File: config.mk
export PLATFORM = sky130hd
export DESIGN_NAME = yc_line_sequencer
export DESIGN_NICKNAME = d
export VERILOG_FILES = /design/src/rtl/yc_line_sequencer.sv
export SDC_FILE = /design/constraint.sdc
export NUM_CORES = 1
export LEC_CHECK = 0
export BUFFER_PORTS_ARGS = -buffer_cell sky130_fd_sc_hd__clkbuf_2
export CAP_MARGIN = 30
export CORE_UTILIZATION = 66
export DETAILED_ROUTE_END_ITERATION = 7
export PLACE_DENSITY = 0.91
export SYNTH_ARGS = -nofsm -noshare
export SYNTH_HDL_FRONTEND = slang
export SYNTH_SLANG_ARGS = --single-unit
File: constraint.sdc
create_clock -name clk -period 8.5 [get_ports clk]
set_input_delay 0.425 -clock clk [delete_from_list [all_inputs] [get_ports clk]]
set_output_delay 0.425 -clock clk [all_outputs]
set_load 0.01 [all_outputs]
File: src/rtl/yc_line_sequencer.sv
// Line timing controller for the YC encoder: qualifies hsync period with a lock FSM
// and produces burst/chroma gates, PAL line alternation and per-field phase reset.
module yc_line_sequencer #(
  parameter int CNT_W      = 12,
  parameter int TOL        = 4,
  parameter int LOCK_LINES = 8,
  parameter int MISS_LIMIT = 4,
  parameter int GUARD      = 16
) (
  input  logic             clk,
  input  logic             reset_n,
  input  logic             pal_en,
  input  logic             hsync,
  input  logic             vsync,
  input  logic [CNT_W-1:0] burst_start,
  input  logic [CNT_W-1:0] burst_len,
  output logic             burst_gate,
  output logic             chroma_gate,
  output logic             pal_flip,
  output logic             phase_reset,
  output logic             locked,
  output logic [CNT_W-1:0] line_len
);

  typedef enum logic [1:0] {SEARCH, MEASURE, VERIFY, LOCKED} state_t;

  localparam logic [CNT_W-1:0] CNT_MAX = '1;
  localparam int MATCH_W = $clog2(LOCK_LINES + 1);
  localparam int MISS_W  = $clog2(MISS_LIMIT + 1);

  state_t             state;
  logic               hs_r, vs_r;
  logic [CNT_W-1:0]   per, pos, ref_len;
  logic [MATCH_W-1:0] match_cnt;
  logic [MISS_W-1:0]  miss_cnt;

  logic               rise, fall, vrise, timeout, in_tol;
  logic [CNT_W-1:0]   diff;
  logic [MATCH_W-1:0] match_next;
  logic [MISS_W-1:0]  miss_next;
  logic [CNT_W+1:0]   burst_end, chroma_start;
  logic               gate_ok;

  assign rise    = hsync & ~hs_r;
  assign fall    = ~hsync & hs_r;
  assign vrise   = vsync & ~vs_r;
  assign timeout = (per == CNT_MAX);

  // per holds the running period, so on a rise it is this line's length
  assign diff       = (per >= ref_len) ? (per - ref_len) : (ref_len - per);
  assign in_tol     = (diff <= CNT_W'(TOL));
  assign match_next = match_cnt + MATCH_W'(1);
  assign miss_next  = miss_cnt + MISS_W'(1);

  // Window bounds use extra headroom bits so large offsets never wrap around
  assign burst_end    = {2'b00, burst_start} + {2'b00, burst_len};
  assign chroma_start = burst_end + (CNT_W+2)'(GUARD);
  assign gate_ok      = locked & ~vs_r & ~hs_r;

  always_ff @(posedge clk or negedge reset_n) begin
    if (!reset_n) begin
      hs_r <= 1'b0;
      vs_r <= 1'b0;
      per  <= '0;
      pos  <= '0;
    end else begin
      hs_r <= hsync;
      vs_r <= vsync;
      if (rise)
        per <= CNT_W'(1);
      else if (!timeout)
        per <= per + CNT_W'(1);
      if (fall)
        pos <= '0;
      else if (!hsync && pos != CNT_MAX)
        pos <= pos + CNT_W'(1);
    end
  end

  always_ff @(posedge clk or negedge reset_n) begin
    if (!reset_n) begin
      state     <= SEARCH;
      ref_len   <= '0;
      match_cnt <= '0;
      miss_cnt  <= '0;
      locked    <= 1'b0;
      line_len  <= '0;
    end else begin
      case (state)
        SEARCH: begin
          ref_len   <= '0;
          match_cnt <= '0;
          miss_cnt  <= '0;
          locked    <= 1'b0;
          if (rise)
            state <= MEASURE;
        end
        MEASURE: begin
          if (rise) begin
            ref_len   <= per;
            line_len  <= per;
            match_cnt <= '0;
            state     <= VERIFY;
          end else if (timeout) begin
            state <= SEARCH;
          end
        end
        VERIFY: begin
          if (rise) begin
            line_len <= per;
            if (in_tol) begin
              match_cnt <= match_next;
              if (match_next == MATCH_W'(LOCK_LINES)) begin
                state    <= LOCKED;
                locked   <= 1'b1;
                miss_cnt <= '0;
              end
            end else begin
              ref_len   <= per;
              match_cnt <= '0;
            end
          end else if (timeout) begin
            state <= SEARCH;
          end
        end
        LOCKED: begin
          // Reference stays frozen here so slow drift cannot walk the lock away
          if (rise) begin
            line_len <= per;
            if (in_tol) begin
              miss_cnt <= '0;
            end else if (miss_next == MISS_W'(MISS_LIMIT)) begin
              state  <= SEARCH;
              locked <= 1'b0;
            end else begin
              miss_cnt <= miss_next;
            end
          end else if (timeout) begin
            state  <= SEARCH;
            locked <= 1'b0;
          end
        end
        default: state <= SEARCH;
      endcase
    end
  end

  always_ff @(posedge clk or negedge reset_n) begin
    if (!reset_n) begin
      burst_gate  <= 1'b0;
      chroma_gate <= 1'b0;
      pal_flip    <= 1'b0;
      phase_reset <= 1'b0;
    end else begin
      burst_gate  <= gate_ok & (pos >= burst_start) &
                     ({2'b00, pos} < burst_end);
      chroma_gate <= gate_ok & ({2'b00, pos} >= chroma_start);
      phase_reset <= vrise;
      if (!pal_en || vrise)
        pal_flip <= 1'b0;
      else if (rise && !vs_r)
        pal_flip <= ~pal_flip;
    end
  end

endmodule

==> flow_summary.ini, run 1 <==
[status]
status = completed

[final_layout]
syn2layout_area_growth_pct = 8.95
diodes = 0
fin_cells = 793
drive_gt1_share_pct = 12.9
final_nets = 790

[power]
p_clk_share_pct = 18.1
switching_share_pct = 44.6
p_sw_uw = 734
p_comb_share_pct = 58.5
p_leak_uw = 0.00293
peakVddDrop_mv = 0.194
pwr-share-seq_pct = 23.5
power_density_nw_per_um2 = 269
internal-power_uw = 912

[critical_path]
cp.buffers_inverters = 1
path_delay_family = compound AO/OA/AOI/OAI gates
end_kind = register
max_stage_delay_ns = 0.52
critPathKind = reg -> reg
crit_required_ns = 8.70
cpMaxStageDelayCell = or4b_1
path_cells = inv_1 > ha_1 > o21ai_1 > a21oi_4 > o21ai_1 > a21o_1 > mux2i_1 > or4b_1 > nand4_1 > and3_1 > o22ai_4 > mux2i_1
startpoint_type = register
arrival_ns = 4.20
critPathMaxFanout = 12

[synth]
synth_warnings = 0
synth_edf_count = 0
synth_nets = 750
synth_area_leader_cell = dfrtp_1
ys_types = 71
synthArstFlopShare_pct = 100
synth-seq-area-share_pct = 28.5
synthTopCellsByArea = dfrtp_1 (28%), ha_1 (17%), nor2_1 (4.1%)
synth_seq_cells = 64
netlist_instances = 643
synth_top_area_share_pct = 28.5
syn_avg_cell_area_sq_um = 8.74
synthFlopType = dfrtp_1
synth_area_sq_um = 5620

[routing]
routedWlPerCell_um = 17.4
ant_nets = 0
vias_per_cell = 6.38
drc = 0
first_pass_iters = 5
wirelength_mm = 13.8
vias = 5058
dr.first_iter.drc_count = 350

[cts]
clk_latency_ns = 0.36
postCtsHoldBufs = 0
cts_buffers = 9
path_clk_slew_ns = 0.07
cts_resized = 0
cts_root_buf = clkbuf_8
cts_tree = done
clk_path_buf_depth = 2
h-tree-depth = 3
postCtsSetupRepairBufs = 0
clkSinkCount = 64

[floorplanning]
initial_core_util_pct = 68.4
io_pins = 46
die_w_um = 94.3
die-area_sq_um = 8890
row_count = 33
core_area_sq_um = 8220
die_h_um = 94.3

[sta]
fin_crit_ns = 4.00
fin_hold_ws_ns = 0.185
rsz0062_at_grt = no
worst_slew_pin_slew_ns = 0.797
relSlewSlack_pct = 46.9
setup_viol = 0
max_clock_freq_mhz = 250
finalHoldViolCount = 0
finalClockSkew_ns = 0.0123
finalCritPeriodShare_pct = 47.0
fin_tns_setup_ns = 0
drv_slew = 0

[global_routing]
grt_pass1_vias = 5038
grt_max_degree = 65
antenna_found_initial = 0
grt_pass1_wl_mm = 23.1
globalRouteOverflowTotal = 0
track_usage_pct = 33.0

[placed_design]
place_inst = 777
place.gp.congestion = 0.918
port-buffer-count = 45
hpwl_mm = 9.96

[worst_hold_path]
holdCritPathClass = in -> reg

[run]
maxCapViolCount = 0
## Yosys cell counts (2+ instances only)
| master | number |
|---|---|
| or3_1 | 6 |
| o21a_1 | 11 |
| a311oi_1 | 2 |
| mux2i_1 | 18 |
| nor2_1 | 61 |
| dfrtp_1 | 64 |
| nand2b_1 | 7 |
| nand3_1 | 19 |
| o2111ai_1 | 3 |
| a21oi_1 | 26 |
| and2_1 | 6 |
| a221oi_1 | 2 |
| o41ai_1 | 2 |
| o22ai_1 | 2 |
| a21o_1 | 10 |
| a2111oi_0 | 3 |
| o211ai_1 | 10 |
| nand4_1 | 15 |
| a211oi_1 | 6 |
| clkbuf_1 | 8 |
| o21ai_1 | 9 |
| o21bai_1 | 2 |
| nor3b_1 | 2 |
| nand2_1 | 43 |
| a31oi_1 | 5 |
| o21ai_0 | 28 |
| and3_1 | 4 |
| nor3_1 | 15 |
| and4_1 | 2 |
| inv_1 | 59 |
| buf_6 | 2 |
| a41oi_1 | 4 |
| xnor2_1 | 22 |
| nor4_1 | 3 |
| mux2_2 | 13 |
| or4_1 | 3 |
| xor2_1 | 17 |
| o21ai_2 | 2 |
| ha_1 | 77 |
| nor2b_1 | 12 |
| buf_2 | 8 |
## final timing paths
check	startpoint	end	slack [ns]	depth (start not counted)
max in group asynchronous	reset_n	line_len[5]	7.74	2
worst min register to register	vs_r	phase_reset	0.49	1
worst max register to register	per[2]	ref_len[9]	4.50	12
worst max-delay path	per[2]	ref_len[9]	4.50	12
min in group asynchronous	reset_n	miss_cnt[2]	0.21	2
worst min-delay path	vsync	vs_r	0.19	1
## through the flow
| step | setup WS [ns] | utilization (%) | total power, uW | cell area [sq um] |
|---|---|---|---|---|
| 6_report | 4.50 | 74.6 | 1650 | 6130 |
| 3_5_place_dp | 4.33 | 71.9 | 1320 | 5910 |
| 2_1_floorplan | 4.86 | - | 1140 | 5620 |
| 5_1_grt | 4.33 | 74.6 | 1750 | 6130 |
| 4_1_cts | 4.64 | 74.6 | 1620 | 6130 |
| 3_3_place_gp | 4.52 | 71.8 | 1270 | 5900 |
## cell type report
class | count | area (sq um)
Clock buffer | 10 | 128
Clock inverter | 6 | 92.6
Fill cell | 537 | 2090
Inverter | 59 | 221
Multi-Input combinational cell | 501 | 3700
Sequential cell | 64 | 1600
Tap cell | 105 | 131
Timing Repair Buffer | 48 | 248
## worst reg2reg max path, stage by stage, from the launching register on
cell	delay, ns
dfrtp_1	0.51
inv_1	0.14
ha_1	0.46
o21ai_1	0.30
a21oi_4	0.09
o21ai_1	0.32
a21o_1	0.20
mux2i_1	0.11
or4b_1	0.52
nand4_1	0.20
and3_1	0.48
o22ai_4	0.30
mux2i_1	0.21
## layout by cell type, fill, tap and decap left out, types with 3 or more instances in the layout
master	count
a211oi_1	6
nand4_1	15
nor3_1	15
a21o_1	10
nor2b_1	12
buf_4	3
or3_1	6
clkbuf_2	45
a2111oi_0	3
o21a_1	11
nand2_1	43
and2_1	6
clkbuf_8	9
o21ai_0	28
nand3_1	19
mux2i_1	18
o211ai_1	10
ha_1	77
a31oi_1	5
or4_1	3
nor4_1	3
xor2_1	17
and3_1	4
mux2_2	13
o2111ai_1	3
inv_1	59
nand2b_1	7
o21ai_1	9
a41oi_1	4
dfrtp_1	64
a21oi_1	26
xnor2_1	22
nor2_1	61
## state kept, by name, summed over array words and instances, names as in the netlist, 2 cells and up
register,count
pos,12
state,2
miss_cnt,3
match_cnt,4
line_len,12
ref_len,12
per,12
## logic make-up after synthesis
group / Yosys count / synth area share (%)
AND/OR/NAND/NOR: 205 / 18.0
AO/OA/AOI/OAI: 148 / 18.5
buffers and inverters: 78 / 5.65
adder cells (fa/ha/maj): 78 / 17.5
flip-flops: 64 / 28.5
XOR/XNOR: 39 / 6.07
multiplexers: 31 / 5.81
## power groups by stage
stage / Sequential, uW / Combinational, uW / Clock, uW
detailed placement: 388 / 932 / 0
CTS: 383 / 943 / 298
finish: 386 / 963 / 298
global route: 389 / 1050 / 313
global placement: 384 / 890 / 0
floorplan: 381 / 755 / 0
## layer usage
metal	wire, um	up-vias	track usage (%)
li1	-	2384	-
met1	5530	2417	38.9
met2	7080	208	57.7
met3	723	49	5.34
met4	468	0	17.1
met5	0	-	0
(Power assumes the default switching activity.)
==> run 2, diff against run 1 <==
--- a/config.mk
+++ b/config.mk
@@ -5,11 +5,12 @@
 export SDC_FILE = /design/constraint.sdc
 export NUM_CORES = 1
 export LEC_CHECK = 0
+export ABC_AREA = 1
 export BUFFER_PORTS_ARGS = -buffer_cell sky130_fd_sc_hd__clkbuf_2
 export CAP_MARGIN = 30
-export CORE_UTILIZATION = 66
+export CORE_UTILIZATION = 56
 export DETAILED_ROUTE_END_ITERATION = 7
-export PLACE_DENSITY = 0.91
+export PLACE_DENSITY = 0.82
 export SYNTH_ARGS = -nofsm -noshare
 export SYNTH_HDL_FRONTEND = slang
 export SYNTH_SLANG_ARGS = --single-unit
==> constraint.sdc (replaced) <==
create_clock -name clk -period 3.6 [get_ports clk]
set_input_delay 0.18 -clock clk [delete_from_list [all_inputs] [get_ports clk]]
set_output_delay 0.18 -clock clk [all_outputs]
set_load 0.01 [all_outputs]
==> flow_summary.ini, run 2 <==
[sta]
setup_viol = 0
max_clock_freq_mhz = 341
relSlewSlack_pct = 55.8
fin_crit_ns = 2.93
finalClockSkew_ns = 0.0128
fin_tns_setup_ns = 0
drv_slew = 0
finalHoldViolCount = 0
worst_slew_pin_slew_ns = 0.657
rsz0062_at_grt = no
finalCritPeriodShare_pct = 81.5

[synth]
synthFlopType = dfrtp_1
synth.most_common_cell = nand2_1
ys_types = 41
synthTopCellsByArea = dfrtp_1 (26%), nand2_1 (17%), ha_1 (16%)
syn_avg_cell_area_sq_um = 6.74
synth_edf_count = 0
synth-seq-area-share_pct = 26.3
synth_seq_cells = 64
synth_top_cells_by_count = nand2_1 (274), inv_1 (141), ha_1 (77)
synth_warnings = 0
synth_area_leader_cell = dfrtp_1
synth_nets = 1011
synth_top_area_share_pct = 26.3
netlist_instances = 904
synth_area_sq_um = 6090
synthArstFlopShare_pct = 100

[critical_path]
arrival_ns = 3.17
reg2reg_depth = 19
path_cells = clkbuf_2 > ha_1 > inv_1 > fa_1 > inv_1 > nand3_1 > nand2_1 > xor2_1 > ha_1 > nand2_1 > nor2_1 > xor2_1 > ha_1 > nand2_1 > nor2_1 > a211oi_1 > nand2_1 > nand2_1 > nand2_1 > nand3_1 > a21oi_1
path_delay_family = adder cells
critPathMaxFanout = 4
cpMaxStageDelayCell = fa_1
crit_required_ns = 3.84
cp_common_cell = nand2_1
cp.buffers_inverters = 3
crit_cells = 21
end_kind = register
startpoint_type = primary input
max_stage_delay_ns = 0.42
critPathKind = in -> reg

[final_layout]
final_common_cell = nand2_1
drive_gt1_share_pct = 11.2
fin_cells = 1098
syn2layout_area_growth_pct = 10.1
final_cell_mix = nand2_1 (274), inv_1 (141), ha_1 (77)
fin_area_sq_um = 6700
fill_cells = 964
diodes = 0
final_util_pct = 64.4
final_nets = 1064

[global_routing]
grt_pass1_wl_mm = 24.2
antenna_found_initial = 0
globalRouteOverflowTotal = 0
grt_pass1_vias = 5447
track_usage_pct = 26.6
grt_max_degree = 33

[routing]
met1_length_mm = 6.51
dr.first_iter.drc_count = 354
top_layer_used = met4
first_pass_iters = 5
routedWlPerCell_um = 12.9
wirelength_mm = 14.2
ant_nets = 0
dr_wl_met2_mm = 6.96
drc = 0
vias_per_cell = 5.26
vias = 5770
wl_met3_um = 501

[placed_design]
hpwl_mm = 11.4
port-buffer-count = 45
place.gp.congestion = 0.900
place_inst = 1079
dpl_cell_area_sq_um = 6470

[cts]
cts_buffers = 9
postCtsSetupRepairBufs = 0
clk_latency_ns = 0.35
cts_root_buf = clkbuf_8
clkSinkCount = 64
cts_resized = 0
path_clk_slew_ns = 0.08
cts_tree = done
postCtsHoldBufs = 3
clk_path_buf_depth = 2
h-tree-depth = 3

[floorplanning]
die_h_um = 106
io_pins = 46
row_count = 37
core_area_sq_um = 10400
die_w_um = 106
die-area_sq_um = 11300
initial_core_util_pct = 58.5

[worst_hold_path]
hold_depth = 3
holdCritPathClass = in -> reg

[power]
power_density_nw_per_um2 = 642
totalPowerFinal_uw = 4300
peakVddDrop_mv = 0.459
p_leak_uw = 0.00372

[status]
status = completed

[run]
maxCapViolCount = 0
## run 2: cell count changes in the layout (fill, tap and decap cells not counted), sizes merged, moves of 11 or more
cell	previous run	this run
a21o	11	0
xnor2	22	7
nand3	19	67
mux2	13	0
o21ai	39	50
nor2b	12	0
nand3b	1	15
nand2	43	289
a21oi	28	42
mux2i	18	0
o211ai	11	0
inv	60	155
## run 2: report_power, final
| part | switching [uW] | leakage, uW | internal (uW) | total [uW] |
|---|---|---|---|---|
| logic | 1820 | 0.00275 | 936 | 2760 |
| registers | 96.6 | 0.000868 | 812 | 909 |
| clock network | 311 | 0.000101 | 327 | 638 |
| total | 2230 | 0.00372 | 2080 | 4300 |
## run 2: cells by family after synthesis
logic type      after synthesis  synth area share (%)
fa+ha+maj                    78                  16.1
xor+xnor                     17                  2.44
simple gates                465                  34.1
flops                        64                  26.3
buf+inv                     162                  10.3
compound gates              118                  10.7
## run 2: per-layer routing
layer  track usage, %  vias to the layer above
met5                0                        -
met4             7.84                        0
met3             4.11                       21
met2             47.9                      122
met1             32.4                     2616
li1                 -                     3011
## run 2: cell type report
type / count / area (sq um) / area share (%)
clock buffers: 9 / 124 / 1.85
clock inverters: 7 / 77.6 / 1.16
well taps: 136 / 170 / 2.54
inverters: 152 / 571 / 8.51
repair buffers: 52 / 298 / 4.44
multi-input cells: 678 / 3860 / 57.6
flip-flops and latches: 64 / 1600 / 23.9
## run 2: path summary, 6_finish.rpt
kind / start / end / slack (ns)
max in group asynchronous: reset_n / match_cnt[2] / 2.47
worst min register to register: ref_len[11] / ref_len[11] / 0.47
worst min-delay path: pal_en / pal_flip / 0.06
min in group asynchronous: reset_n / per[7] / 0.29
worst max register to register: per[5] / ref_len[7] / 0.68
worst max-delay path: burst_start[0] / chroma_gate / 0.67
## run 2: tightest hold or removal path: stages
cell      delay [ns]
clkbuf_2        0.08
o31ai_1         0.05
nor3b_1         0.05
## run 2: through the flow
step | hold WS [ns] | setup slack, ns
global route | 0.0611 | 0.436
floorplan | -0.116 | 0.838
finish | 0.0599 | 0.667
global placement | 0.307 | 0.507
detailed placement | 0.121 | 0.355
CTS | 0.0573 | 0.681
==> run 3, diff against run 2 <==
==> constraint.sdc (replaced) <==
create_clock -name clk -period 2.3 [get_ports clk]
set_input_delay 0.115 -clock clk [delete_from_list [all_inputs] [get_ports clk]]
set_output_delay 0.115 -clock clk [all_outputs]
set_load 0.01 [all_outputs]
==> flow_summary.ini, run 3 (synthesized netlist as in run 2, its figures left out) <==
[status]
status = finished, violations left
violations = setup timing

[global_routing]
grt_pass1_vias = 6776
antenna_found_initial = 0
globalRouteOverflowTotal = 0
top_usage_layer = met2
gr-usage-met3_pct = 5.64
track_usage_pct = 32.8
grt_use_met2_pct = 60.0
grt_pass1_wl_mm = 29.6
use_met1_pct = 36.6
grt_max_degree = 65

[sta]
setup_viol = 24
finalCritPeriodShare_pct = 121
max_clock_freq_mhz = 360
fin_ws_ns = -0.474
fin_crit_ns = 2.77
fin_tns_setup_ns = -8.28
finalHoldViolCount = 0
relSlewSlack_pct = 42.9
drv_slew = 0
worst_slew_pin_slew_ns = 0.848
rsz0062_at_grt = yes
finalClockSkew_ns = 0.0115

[routing]
dr.first_iter.drc_count = 626
vias_per_cell = 5.88
first_pass_iters = 7
routedWlPerCell_um = 17.5
wirelength_mm = 21.6
drc = 0
ant_nets = 0
vias = 7268

[final_layout]
final_nets = 1203
diodes = 0
final_util_pct = 83.3
final-seq-area_sq_um = 1600
fill_cells = 564
syn2layout_area_growth_pct = 42.4
final_cell_mix = nand2_1 (213), buf_4 (127), inv_1 (124)
final_common_cell = nand2_1
drive_gt1_share_pct = 36.2
multi_input_area_sq_um = 4740

[cts]
h-tree-depth = 3
cts_buffers = 9
clk_latency_ns = 0.35
cts_root_buf = clkbuf_8
clk_path_buf_depth = 2
clkSinkCount = 64
cts_tree = done
path_clk_slew_ns = 0.08

[power]
power_density_nw_per_um2 = 1140
totalPowerFinal_uw = 9850
p_leak_uw = 0.00456
peakVddDrop_mv = 0.714

[floorplanning]
die-area_sq_um = 11300
io_pins = 46
initial_core_util_pct = 58.5
row_count = 37
die_w_um = 106
core_area_sq_um = 10400
die_h_um = 106

[critical_path]
r2r_slack_ns = -0.47
critPathKind = reg -> reg
arrival_ns = 3.05
end_kind = register
startpoint_type = register
crit_required_ns = 2.58
critPathMaxFanout = 8

[placed_design]
dp_slack_ns = -0.541
port-buffer-count = 45
hpwl_mm = 12.4
place.gp.congestion = 0.920

[run]
maxCapViolCount = 0

[worst_hold_path]
holdCritPathClass = in -> reg
-- run 3: cell count changes in the layout (fill, tap and decap cells not counted), sizes merged --
cell / previous run / this run
inv: 155 / 152
dlygate4sd3: 3 / 4
buf: 5 / 142
clkinvlp: 1 / 3
nand2: 289 / 291
-- run 3: worst paths after layout --
| path | startpoint | endpoint | cells after the start |
|---|---|---|---|
| worst min-delay path | burst_len[11] | chroma_gate | 5 |
| worst max-delay path | ref_len[2] | ref_len[2] | 18 |
| worst max register to register | ref_len[2] | ref_len[2] | 18 |
| max in group asynchronous | reset_n | per[11] | 3 |
| worst min register to register | ref_len[11] | ref_len[11] | 2 |
| min in group asynchronous | reset_n | line_len[10] | 3 |
-- run 3: metal layers --
layer / wire length, um / vias up
li1: - / 3297
met1: 7930 / 3394
met2: 11000 / 433
met3: 1450 / 144
met4: 1230 / 0
met5: 0 / -
-- run 3: critical path, stage by stage, from the launching register on --
cell     delay (ns)
dfrtp_1        0.43
ha_4           0.31
a21oi_1        0.21
nand2_1        0.16
nand2_1        0.10
nand2_1        0.05
nand2_1        0.07
nand2_1        0.10
nor2_1         0.20
nand3_2        0.10
nand2_2        0.11
nand2_2        0.07
nor2_4         0.13
nand2_4        0.09
nand2_8        0.12
nand2_8        0.11
nand2_8        0.12
nand2_1        0.11
nand2_1        0.10
-- run 3: repair_timing --
item	CTS	global route
pin swaps	39	64
setup buffers	16	15
gates cloned	2	0
endpoints found under the setup margin	26	31
resized for setup	64	133
hold buffers	4	0
hold endpoints to repair	61	0
-- run 3: final cells by class --
class	instances	area share, %
Clock buffer	10	1.47
Clock inverter	6	0.808
Inverter	152	6.72
Multi-Input combinational cell	680	54.7
Sequential cell	64	18.5
Tap cell	136	1.96
Timing Repair Buffer	189	15.9
-- run 3: per-stage QoR --
stage,hold WS (ns),instances,cell area (sq um)
finish,0.275,1237,8670
global route,0.294,1237,8670
CTS,0.224,1222,8050
detailed placement,0.243,1184,7440
global placement,0.243,1184,7440
floorplan,-0.181,904,6290
-- run 3: power breakdown --
| part | switching, uW | total, uW | internal [uW] |
|---|---|---|---|
| combinational | 4560 | 7440 | 2880 |
| sequential | 155 | 1430 | 1270 |
| clock | 486 | 990 | 504 |
| total | 5200 | 9850 | 4650 |
